==> src/rtl/ysyx_041514_ifu_fetch_pkg.sv <==
// Shared sysconfig definitions for the fetch unit: FSM encodings, fetch mask and buffer entry layout.
package ysyx_041514_ifu_fetch_pkg;

  typedef enum logic [1:0] {
    F_RST  = 2'd0,
    F_IDLE = 2'd1,
    F_WAIT = 2'd2
  } fetch_state_e;

  localparam logic [7:0] FETCH_RMASK = 8'h0F;

  typedef struct packed {
    logic [31:0] pc;
    logic [31:0] inst;
  } fetch_entry_t;

endpackage

==> src/rtl/ysyx_041514_ifu_fifo.sv <==
// Instruction buffer: same-edge push/pop/flush, head visible the cycle after push.
// Caller never pushes when full or pops when empty; flush overrides push and pop.
module ysyx_041514_ifu_fifo #(
  parameter int DEPTH = 2,
  parameter int WIDTH = 64
) (
  input  logic             clk,
  input  logic             rst,
  input  logic             flush_i,
  input  logic             push_i,
  input  logic [WIDTH-1:0] push_dat_i,
  input  logic             pop_i,
  output logic [WIDTH-1:0] head_dat_o,
  output logic             head_vld_o,
  output logic             full_o
);

  localparam int AW = $clog2(DEPTH);

  logic [WIDTH-1:0] mem_q [DEPTH];
  logic [AW-1:0]    wr_ptr_q;
  logic [AW-1:0]    rd_ptr_q;
  logic [AW:0]      cnt_q;

  always_ff @(posedge clk) begin
    if (rst || flush_i) begin
      wr_ptr_q <= '0;
      rd_ptr_q <= '0;
      cnt_q    <= '0;
    end else begin
      if (push_i) wr_ptr_q <= wr_ptr_q + 1'b1;
      if (pop_i)  rd_ptr_q <= rd_ptr_q + 1'b1;
      case ({push_i, pop_i})
        2'b10:   cnt_q <= cnt_q + 1'b1;
        2'b01:   cnt_q <= cnt_q - 1'b1;
        default: cnt_q <= cnt_q;
      endcase
    end
  end

  // Storage needs no reset: the head is masked to zero while empty.
  always_ff @(posedge clk) begin
    if (push_i && !flush_i) mem_q[wr_ptr_q] <= push_dat_i;
  end

  assign head_vld_o = (cnt_q != '0);
  assign full_o     = (cnt_q == DEPTH[AW:0]);
  assign head_dat_o = head_vld_o ? mem_q[rd_ptr_q] : '0;

endmodule

==> src/rtl/ysyx_041514_ifu_fetch.sv <==
// Fetch FSM: one outstanding icache request, responses buffered for decode; <=1 fetch per 2 cycles.
// Stalls issue while the buffer is full or fence.i is active; YSYX_041514_IFU_PERF_EN adds perf counters.
module ysyx_041514_ifu_fetch
  import ysyx_041514_ifu_fetch_pkg::*;
#(
  parameter logic [31:0] RESET_PC   = 32'h8000_0000,
  parameter int          FIFO_DEPTH = 2
) (
  input  logic        clk,
  input  logic        rst,
  output logic [31:0] preif_raddr_o,
  output logic [7:0]  preif_rmask_o,
  output logic        preif_raddr_valid_o,
  input  logic [63:0] if_rdata_i,
  input  logic        if_rdata_valid_i,
  input  logic        fencei_valid_i,
  input  logic        redirect_valid_i,
  input  logic [31:0] redirect_pc_i,
  output logic [31:0] id_inst_o,
  output logic [31:0] id_pc_o,
  output logic        id_valid_o,
  input  logic        id_ready_i
`ifdef YSYX_041514_IFU_PERF_EN
  ,
  output logic [63:0] perf_fetch_cnt_o,
  output logic [63:0] perf_stall_cnt_o
`endif
);

  fetch_state_e state_q;
  logic [31:0]  pc_q;
  logic         kill_q;
  logic [31:0]  raddr_q;
  logic         raddr_vld_q;

  logic         push_d;
  logic         pop_d;
  logic         fifo_full;
  fetch_entry_t push_entry;
  fetch_entry_t head_entry;
  logic         unused_rdata_hi;

  // A redirect landing on the response edge drops that response instead of arming kill.
  assign push_d     = (state_q == F_WAIT) && if_rdata_valid_i && !kill_q && !redirect_valid_i;
  assign pop_d      = id_valid_o && id_ready_i;
  assign push_entry = '{pc: pc_q, inst: if_rdata_i[31:0]};
  assign unused_rdata_hi = ^if_rdata_i[63:32];

  always_ff @(posedge clk) begin
    if (rst) begin
      state_q     <= F_RST;
      pc_q        <= RESET_PC;
      kill_q      <= 1'b0;
      raddr_q     <= '0;
      raddr_vld_q <= 1'b0;
    end else begin
      if (redirect_valid_i) pc_q <= {redirect_pc_i[31:2], 2'b00};
      else if (push_d)      pc_q <= pc_q + 32'd4;

      case (state_q)
        F_RST: state_q <= F_IDLE;
        F_IDLE: begin
          if (!redirect_valid_i && !fencei_valid_i && !fifo_full) begin
            state_q     <= F_WAIT;
            raddr_q     <= pc_q;
            raddr_vld_q <= 1'b1;
          end
        end
        F_WAIT: begin
          if (if_rdata_valid_i) begin
            state_q     <= F_IDLE;
            raddr_vld_q <= 1'b0;
            kill_q      <= 1'b0;
          end else if (redirect_valid_i) begin
            kill_q <= 1'b1;
          end
        end
        default: state_q <= F_RST;
      endcase
    end
  end

  ysyx_041514_ifu_fifo #(
    .DEPTH (FIFO_DEPTH),
    .WIDTH ($bits(fetch_entry_t))
  ) u_fifo (
    .clk        (clk),
    .rst        (rst),
    .flush_i    (redirect_valid_i),
    .push_i     (push_d),
    .push_dat_i (push_entry),
    .pop_i      (pop_d),
    .head_dat_o (head_entry),
    .head_vld_o (id_valid_o),
    .full_o     (fifo_full)
  );

  assign preif_raddr_o       = raddr_q;
  assign preif_raddr_valid_o = raddr_vld_q;
  assign preif_rmask_o       = FETCH_RMASK;
  assign id_inst_o           = head_entry.inst;
  assign id_pc_o             = head_entry.pc;

`ifdef YSYX_041514_IFU_PERF_EN
  logic [63:0] fetch_cnt_q;
  logic [63:0] stall_cnt_q;

  always_ff @(posedge clk) begin
    if (rst) begin
      fetch_cnt_q <= '0;
      stall_cnt_q <= '0;
    end else begin
      if (push_d)             fetch_cnt_q <= fetch_cnt_q + 64'd1;
      if (state_q == F_WAIT)  stall_cnt_q <= stall_cnt_q + 64'd1;
    end
  end

  assign perf_fetch_cnt_o = fetch_cnt_q;
  assign perf_stall_cnt_o = stall_cnt_q;
`endif

endmodule

==> config.mk <==
export PLATFORM = sky130hd
export DESIGN_NAME = ysyx_041514_ifu_fetch
export DESIGN_NICKNAME = d
export VERILOG_FILES = /design/src/rtl/ysyx_041514_ifu_fetch_pkg.sv /design/src/rtl/ysyx_041514_ifu_fifo.sv /design/src/rtl/ysyx_041514_ifu_fetch.sv
export SDC_FILE = /design/constraint.sdc
export NUM_CORES = 1
export LEC_CHECK = 0
export ABC_AREA = 1
export BUFFER_PORTS_ARGS = -buffer_cell sky130_fd_sc_hd__buf_2
export CAP_MARGIN = 20
export CORE_UTILIZATION = 40
export CTS_CLUSTER_DIAMETER = 30
export DETAILED_ROUTE_END_ITERATION = 10
export PLACE_DENSITY = 0.68
export SYNTH_ARGS = -nofsm -noshare
export SYNTH_HDL_FRONTEND = slang
export SYNTH_SLANG_ARGS = --single-unit
==> constraint.sdc <==
create_clock -name clk -period 5.19 [get_ports clk]
set_clock_uncertainty 0.05 [all_clocks]
set_input_delay 1.038 -clock clk [delete_from_list [all_inputs] [get_ports clk]]
set_output_delay 1.038 -clock clk [all_outputs]
set_load 0.01 [all_outputs]
==> results of run 1 <==
==> per-layer routing <==
metal / up-vias / track usage, %
met5: - / 0
met4: 0 / 5.32
met3: 16 / 4.33
met2: 198 / 29.6
met1: 2918 / 26.3
li1: 3193 / -
==> cell families after synthesis <==
| group | Yosys count |
|---|---|
| buffers and inverters | 106 |
| other | 2 |
| adder cells (fa/ha/maj) | 2 |
| AO/OA/AOI/OAI | 185 |
| AND/OR/NAND/NOR | 377 |
| flip-flops | 193 |
| XOR/XNOR | 9 |
==> final cells by class <==
class	instances	area, um2
fillers	1976	10400
inverters	55	206
well taps	270	338
clock inverters	8	65.1
clock buffers	24	536
repair buffers	168	896
multi-input cells	585	2700
flip-flops and latches	193	5110
==> where the power goes <==
group | switching (mW) | internal, mW | total (mW)
combinational | 0.152 | 0.0858 | 0.238
sequential | 0.0442 | 1.69 | 1.73
clock | 0.563 | 0.730 | 1.29
total | 0.759 | 2.50 | 3.26
==> path summary, 6_finish.rpt <==
path                   start                   to  slack [ns]  cells after the start
max                flip-flop          id_pc_o[18]        1.95                      5
min reg2reg  u_fifo.rd_ptr_q            flip-flop        0.40                      1
max reg2reg       state_q[0]  u_fifo.mem_q[0][10]        2.81                      8
min          u_fifo.rd_ptr_q            flip-flop        0.40                      1
==> cell usage after synthesis (all sizes together) <==
master / count / area share, %
nand3: 33 / 2.2
nor3: 3 / 0.18
a311oi: 1 / 0.11
and2: 1 / 0.076
buf: 26 / 2.3
a31oi: 5 / 0.38
o21a: 1 / 0.091
inv: 55 / 2.5
ha: 2 / 0.30
dfxtp: 69 / 17
nand4: 3 / 0.23
nor2: 77 / 3.8
o21ai: 57 / 3.5
edfxtp: 124 / 45
a21oi: 121 / 8.3
or2: 2 / 0.15
xor2: 8 / 0.85
conb: 2 / 0.091
xnor2: 1 / 0.11
clkbuf: 25 / 1.1
nand2: 258 / 12
==> sequential cells by signal (all words and copies together), names as in the netlist, named ones only <==
signal               cells
kill_q                   1
pc_q                    30
preif_raddr_o           30
preif_raddr_valid_o      1
state_q                  2
u_fifo.cnt_q             2
u_fifo.mem_q           124
u_fifo.rd_ptr_q          1
u_fifo.wr_ptr_q          1
==> impl_metrics.py, run 1 <==
metrics = {
    "synthesis": {
        "synth_top_family_by_area": "simple AND/OR/NAND/NOR gates",
        "ys_types": 33,
        "synthCells": 874,
        "synth_area_per_cell_um2": 9.42,
        "synthMuxAreaShare_pct": 0,
        "yosysSeqAreaShare_pct": 62.0,
        "ys_ff_latch": 193,
        "syn-cell-area_mm2": 0.00823,
        "synth_xor_area_share_pct": 0.957,
        "synth_compound_area_share_pct": 12.4,
        "yosysWarnings": 0,
        "synthAdderAreaFrac_pct": 0.304,
        "synth-simple-area-share_pct": 18.4,
    },
    "drt": {
        "drt-vias-per-instance": 4.85,
        "top_layer_used": "met4",
        "vias": 6325,
        "first_pass_iters": 5,
        "wl_per_cell_um": 15.1,
        "dr_wl_met2_um": 9070,
        "wl_met3_um": 1190,
        "postRouteAntennaNets": 0,
        "drc": 0,
        "wirelength_um": 19700,
        "dr.first_iter.drc_count": 388,
        "wl_met1_um": 9140,
    },
    "clock_network": {
        "clk-insertion-delay-late_ns": 0.43,
        "root_buffer": "clkbuf_16",
        "ctsHtreeMaxLevel": 4,
        "cts_resized": 0,
        "cts_sinks": 193,
        "clk_pin_slew_ns": 0.07,
        "cts_hold_repair.buffers": 0,
        "cts_made_buffers": 17,
        "cts_tree": "done",
        "cts_setup_buffers": 0,
        "clk_path_buf_depth": 2,
    },
    "sta": {
        "fin_tns_setup_ns": 0,
        "fin_ws_ns": 1.95,
        "maxSlewViolCount": 0,
        "worst_hold_slack_ns": 0.400,
        "slew_headroom_pct": 31.6,
        "finalSetupViolations": 0,
        "max_clock_freq_mhz": 308,
        "rsz0062_at_grt": "false",
        "post-route-period-util_pct": 62.5,
        "fin_crit_ns": 3.24,
        "max_slew.worst_pin.slew_ns": 1.02,
        "hold_viol_final": 0,
    },
    "place": {
        "dp_slack_ns": 1.75,
        "dpl_cell_area_mm2": 0.00923,
        "place.gp.congestion": 0.886,
        "hpwl_um": 13200,
        "io_buffer_count": 161,
        "placedCellCount": 1270,
    },
    "global_routing": {
        "grt_pass1_wl_um": 30800,
        "antenna_found_initial": 0,
        "overflow": 0,
        "grt_pass1_vias": 5752,
        "grt_use_total_pct": 18.9,
        "grt_max_degree": 63,
    },
    "floorplan": {
        "die_y_um": 145,
        "die_area_mm2": 0.0212,
        "pin_count": 208,
        "core-area_mm2": 0.0202,
        "start_util_pct": 40.7,
        "rows": 52,
        "die_w_um": 145,
    },
    "setup_path": {
        "arrival_ns": 2.16,
        "cp_max_fo": 35,
        "critPathLaunchType": "flip-flop",
        "crit_buf_inv": 3,
        "worst_setup_path_end_kind": "output pin",
        "crit_chain": "inv_2 > buf_4 > nand2_1 > a21oi_1 > buf_2",
        "slowest_stage": "inv_2",
        "max_stage_delay_ns": 0.48,
        "worstPathRequired_ns": 4.10,
        "cp_top_family": "buffers and inverters",
        "worstSetupPathType": "reg2out",
    },
    "flow_run": {
        "cap_violations": 0,
    },
    "finish": {
        "drive_above_1_share_pct": 23.5,
        "final_nets": 1124,
        "fin_area_mm2": 0.00985,
        "area_delta_synth_final_pct": 19.6,
        "final_cells": 1303,
        "fin_util_pct": 48.7,
        "antenna_cells": 0,
        "final_cell_mix": "257 x nand2_1, 161 x buf_2, 124 x edfxtp_1, 101 x a21oi_1",
        "final_common_cell": "nand2_1",
    },
    "power_and_ir_drop": {
        "ir_worst_vdd_v": 0.000225,
        "p_leak_nw": 3.91,
        "total_power_mw": 3.26,
        "power_density_mw_per_mm2": 331,
    },
    "run_status": {
        "status": "finished clean",
    },
    "hold_path": {
        "hold_class": "reg2reg",
    },
}
(Power assumes the default switching activity.)
==> run 2, diff against run 1 <==
==> constraint.sdc (replaced) <==
create_clock -name clk -period 3 [get_ports clk]
set_clock_uncertainty 0.05 [all_clocks]
set_input_delay 0.6 -clock clk [delete_from_list [all_inputs] [get_ports clk]]
set_output_delay 0.6 -clock clk [all_outputs]
set_load 0.01 [all_outputs]
==> run 2 against run 1 <==
Register-to-register slack worse by 2.1 ns. Flip-flop and latch count unchanged. Critical path depth unchanged. First-iteration DRC count up 20%. Power up 74%. Die area unchanged. Largest cell class unchanged. Via count up 1.1%. Non-clock buffer count up 2. Critical endpoint is now id_inst_o[13]. Hold slack worse by 0.090 ns. Design area up 0.30%. Clock-buffer cell count down 7.
==> impl_metrics.py, run 2 (synthesized netlist as in run 1, its figures left out) <==
metrics = {
    "setup_path": {
        "worstSetupPathType": "reg2out",
        "r2r_cells": 8,
        "worst_setup_path_end_kind": "output pin",
        "crit_buf_inv": 3,
        "worstPathRequired_ns": 2.35,
        "arrival_ns": 1.93,
        "critPathLaunchType": "flip-flop",
        "r2r_start": "pc_q[2]",
        "reg2reg_to": "pc_q[26]",
        "ff2ff_setup_slack_ns": 0.76,
        "cp_max_fo": 40,
        "slowest_stage": "inv_2",
        "max_stage_delay_ns": 0.54,
        "crit_chain": "inv_2 > buf_12 > nand2_1 > a21oi_1 > buf_2",
        "cp_top_family": "buffers and inverters",
    },
    "sta": {
        "slew_headroom_pct": 48.8,
        "max_clock_freq_mhz": 387,
        "maxSlewViolCount": 0,
        "hold_viol_final": 0,
        "rsz0062_at_grt": "false",
        "max_slew.worst_pin.slew_ns": 0.763,
        "post-route-period-util_pct": 86.1,
        "fin_tns_setup_ns": 0,
        "fin_crit_ns": 2.58,
        "finalSetupViolations": 0,
    },
    "drt": {
        "dr.first_iter.drc_count": 464,
        "drc": 0,
        "drt-vias-per-instance": 4.90,
        "vias": 6392,
        "wl_per_cell_um": 14.9,
        "postRouteAntennaNets": 0,
        "first_pass_iters": 5,
        "wirelength_um": 19400,
    },
    "clock_network": {
        "cts_resized": 0,
        "root_buffer": "clkbuf_16",
        "clk-insertion-delay-late_ns": 0.43,
        "ctsHtreeMaxLevel": 4,
        "clk_path_buf_depth": 2,
        "cts_sinks": 193,
        "cts_made_buffers": 17,
        "cts_hold_repair.buffers": 0,
        "cts_setup_buffers": 0,
        "cts_tree": "done",
        "clk_pin_slew_ns": 0.07,
    },
    "run_status": {
        "status": "finished clean",
    },
    "hold_path": {
        "hold_class": "in2reg",
        "hold_path_end": "u_fifo.mem_q[0][19]",
        "hold_depth": 1,
        "hold_start": "if_rdata_i[19]",
    },
    "finish": {
        "final_common_cell": "nand2_1",
        "final_nets": 1126,
        "antenna_cells": 0,
        "fin_util_pct": 48.8,
        "largest_reg_flops": 124,
        "final_cells": 1305,
        "regMostFlops": "u_fifo.mem_q",
        "drive_above_1_share_pct": 23.4,
        "final_cell_mix": "257 x nand2_1, 161 x buf_2, 124 x edfxtp_1, 101 x a21oi_1",
        "area_delta_synth_final_pct": 20.0,
    },
    "global_routing": {
        "grt_pass1_wl_um": 30500,
        "grt_pass1_vias": 5781,
        "overflow": 0,
        "antenna_found_initial": 0,
        "grt_use_total_pct": 18.7,
        "grt_max_degree": 64,
    },
    "floorplan": {
        "rows": 52,
        "core-area_mm2": 0.0202,
        "die_w_um": 145,
        "die_y_um": 145,
        "start_util_pct": 40.7,
        "pin_count": 208,
        "die_area_mm2": 0.0212,
    },
    "power_and_ir_drop": {
        "ir_worst_vdd_v": 0.000419,
        "p_leak_nw": 3.93,
        "power_density_mw_per_mm2": 576,
        "total_power_mw": 5.69,
    },
    "place": {
        "hpwl_um": 12900,
        "place.gp.congestion": 0.869,
        "io_buffer_count": 161,
        "placedCellCount": 1273,
    },
    "flow_run": {
        "cap_violations": 0,
    },
}
==> run 2: cell types whose count changed in the layout (fill, tap and decap cells not counted), moves of 2 or more <==
cell       delta
clkbuf_8      -4
bufinv_16     +3
clkinv_1      +3
clkinv_2      +3
buf_12        +2
clkbuf_16     -2
clkinv_4      -2
==> run 2: report_power, final <==
group	internal [mW]	switching, mW	total [mW]
logic	0.157	0.266	0.423
registers	2.92	0.0775	3.00
clock network	1.31	0.962	2.27
total	4.38	1.31	5.69
==> run 2: stage by stage <==
step | worst slack (ns) | cell area (um2) | hold slack [ns]
floorplan | -0.0896 | 8280 | 0.375
global placement | 0.732 | 9290 | 0.379
detailed placement | 0.704 | 9290 | 0.390
CTS | 0.360 | 9880 | 0.288
global route | 0.260 | 9880 | 0.288
finish | 0.417 | 9880 | 0.310
==> run 2: worst max path at each step <==
stage | slack, ns | from | depth (start not counted) | endpoint
floorplan | -0.09 | if_rdata_valid_i | 4 | u_fifo.mem_q[0][0]
global placement | 0.73 | if_rdata_valid_i | 10 | u_fifo.cnt_q[1]
detailed placement | 0.70 | if_rdata_valid_i | 10 | u_fifo.cnt_q[1]
CTS | 0.36 | flip-flop | 5 | id_inst_o[15]
global route | 0.26 | flip-flop | 5 | id_inst_o[15]
finish | 0.42 | flip-flop | 5 | id_inst_o[13]
==> run 2: worst reg2reg max path, cell delays in order (launching register included) <==
cell,delay (ns)
dfxtp_1,0.50
ha_1,0.35
nand3_1,0.18
nor3_1,0.63
nand2_1,0.11
nand2_1,0.08
nand2_1,0.05
a21oi_1,0.12
nor2_1,0.05
==> run 2: final cells by class <==
type                       count  area, um2
fill                        1915      10400
sequential                   193       5110
clock buffer                  17        425
inverter                      55        206
tap                          270        338
timing repair buffer         170        936
multi-input combinational    585       2700
clock inverter                15        165
==> run 2: layer usage <==
layer / track usage, % / vias to the layer above / routed length, um / part of all wire [%]
met5: 0 / - / 0 / 0
met4: 8.42 / 0 / 465 / 2.4
li1: - / 3196 / - / -
met2: 29.0 / 226 / 8620 / 44
met1: 25.7 / 2941 / 9290 / 48
met3: 3.39 / 29 / 1060 / 5.5
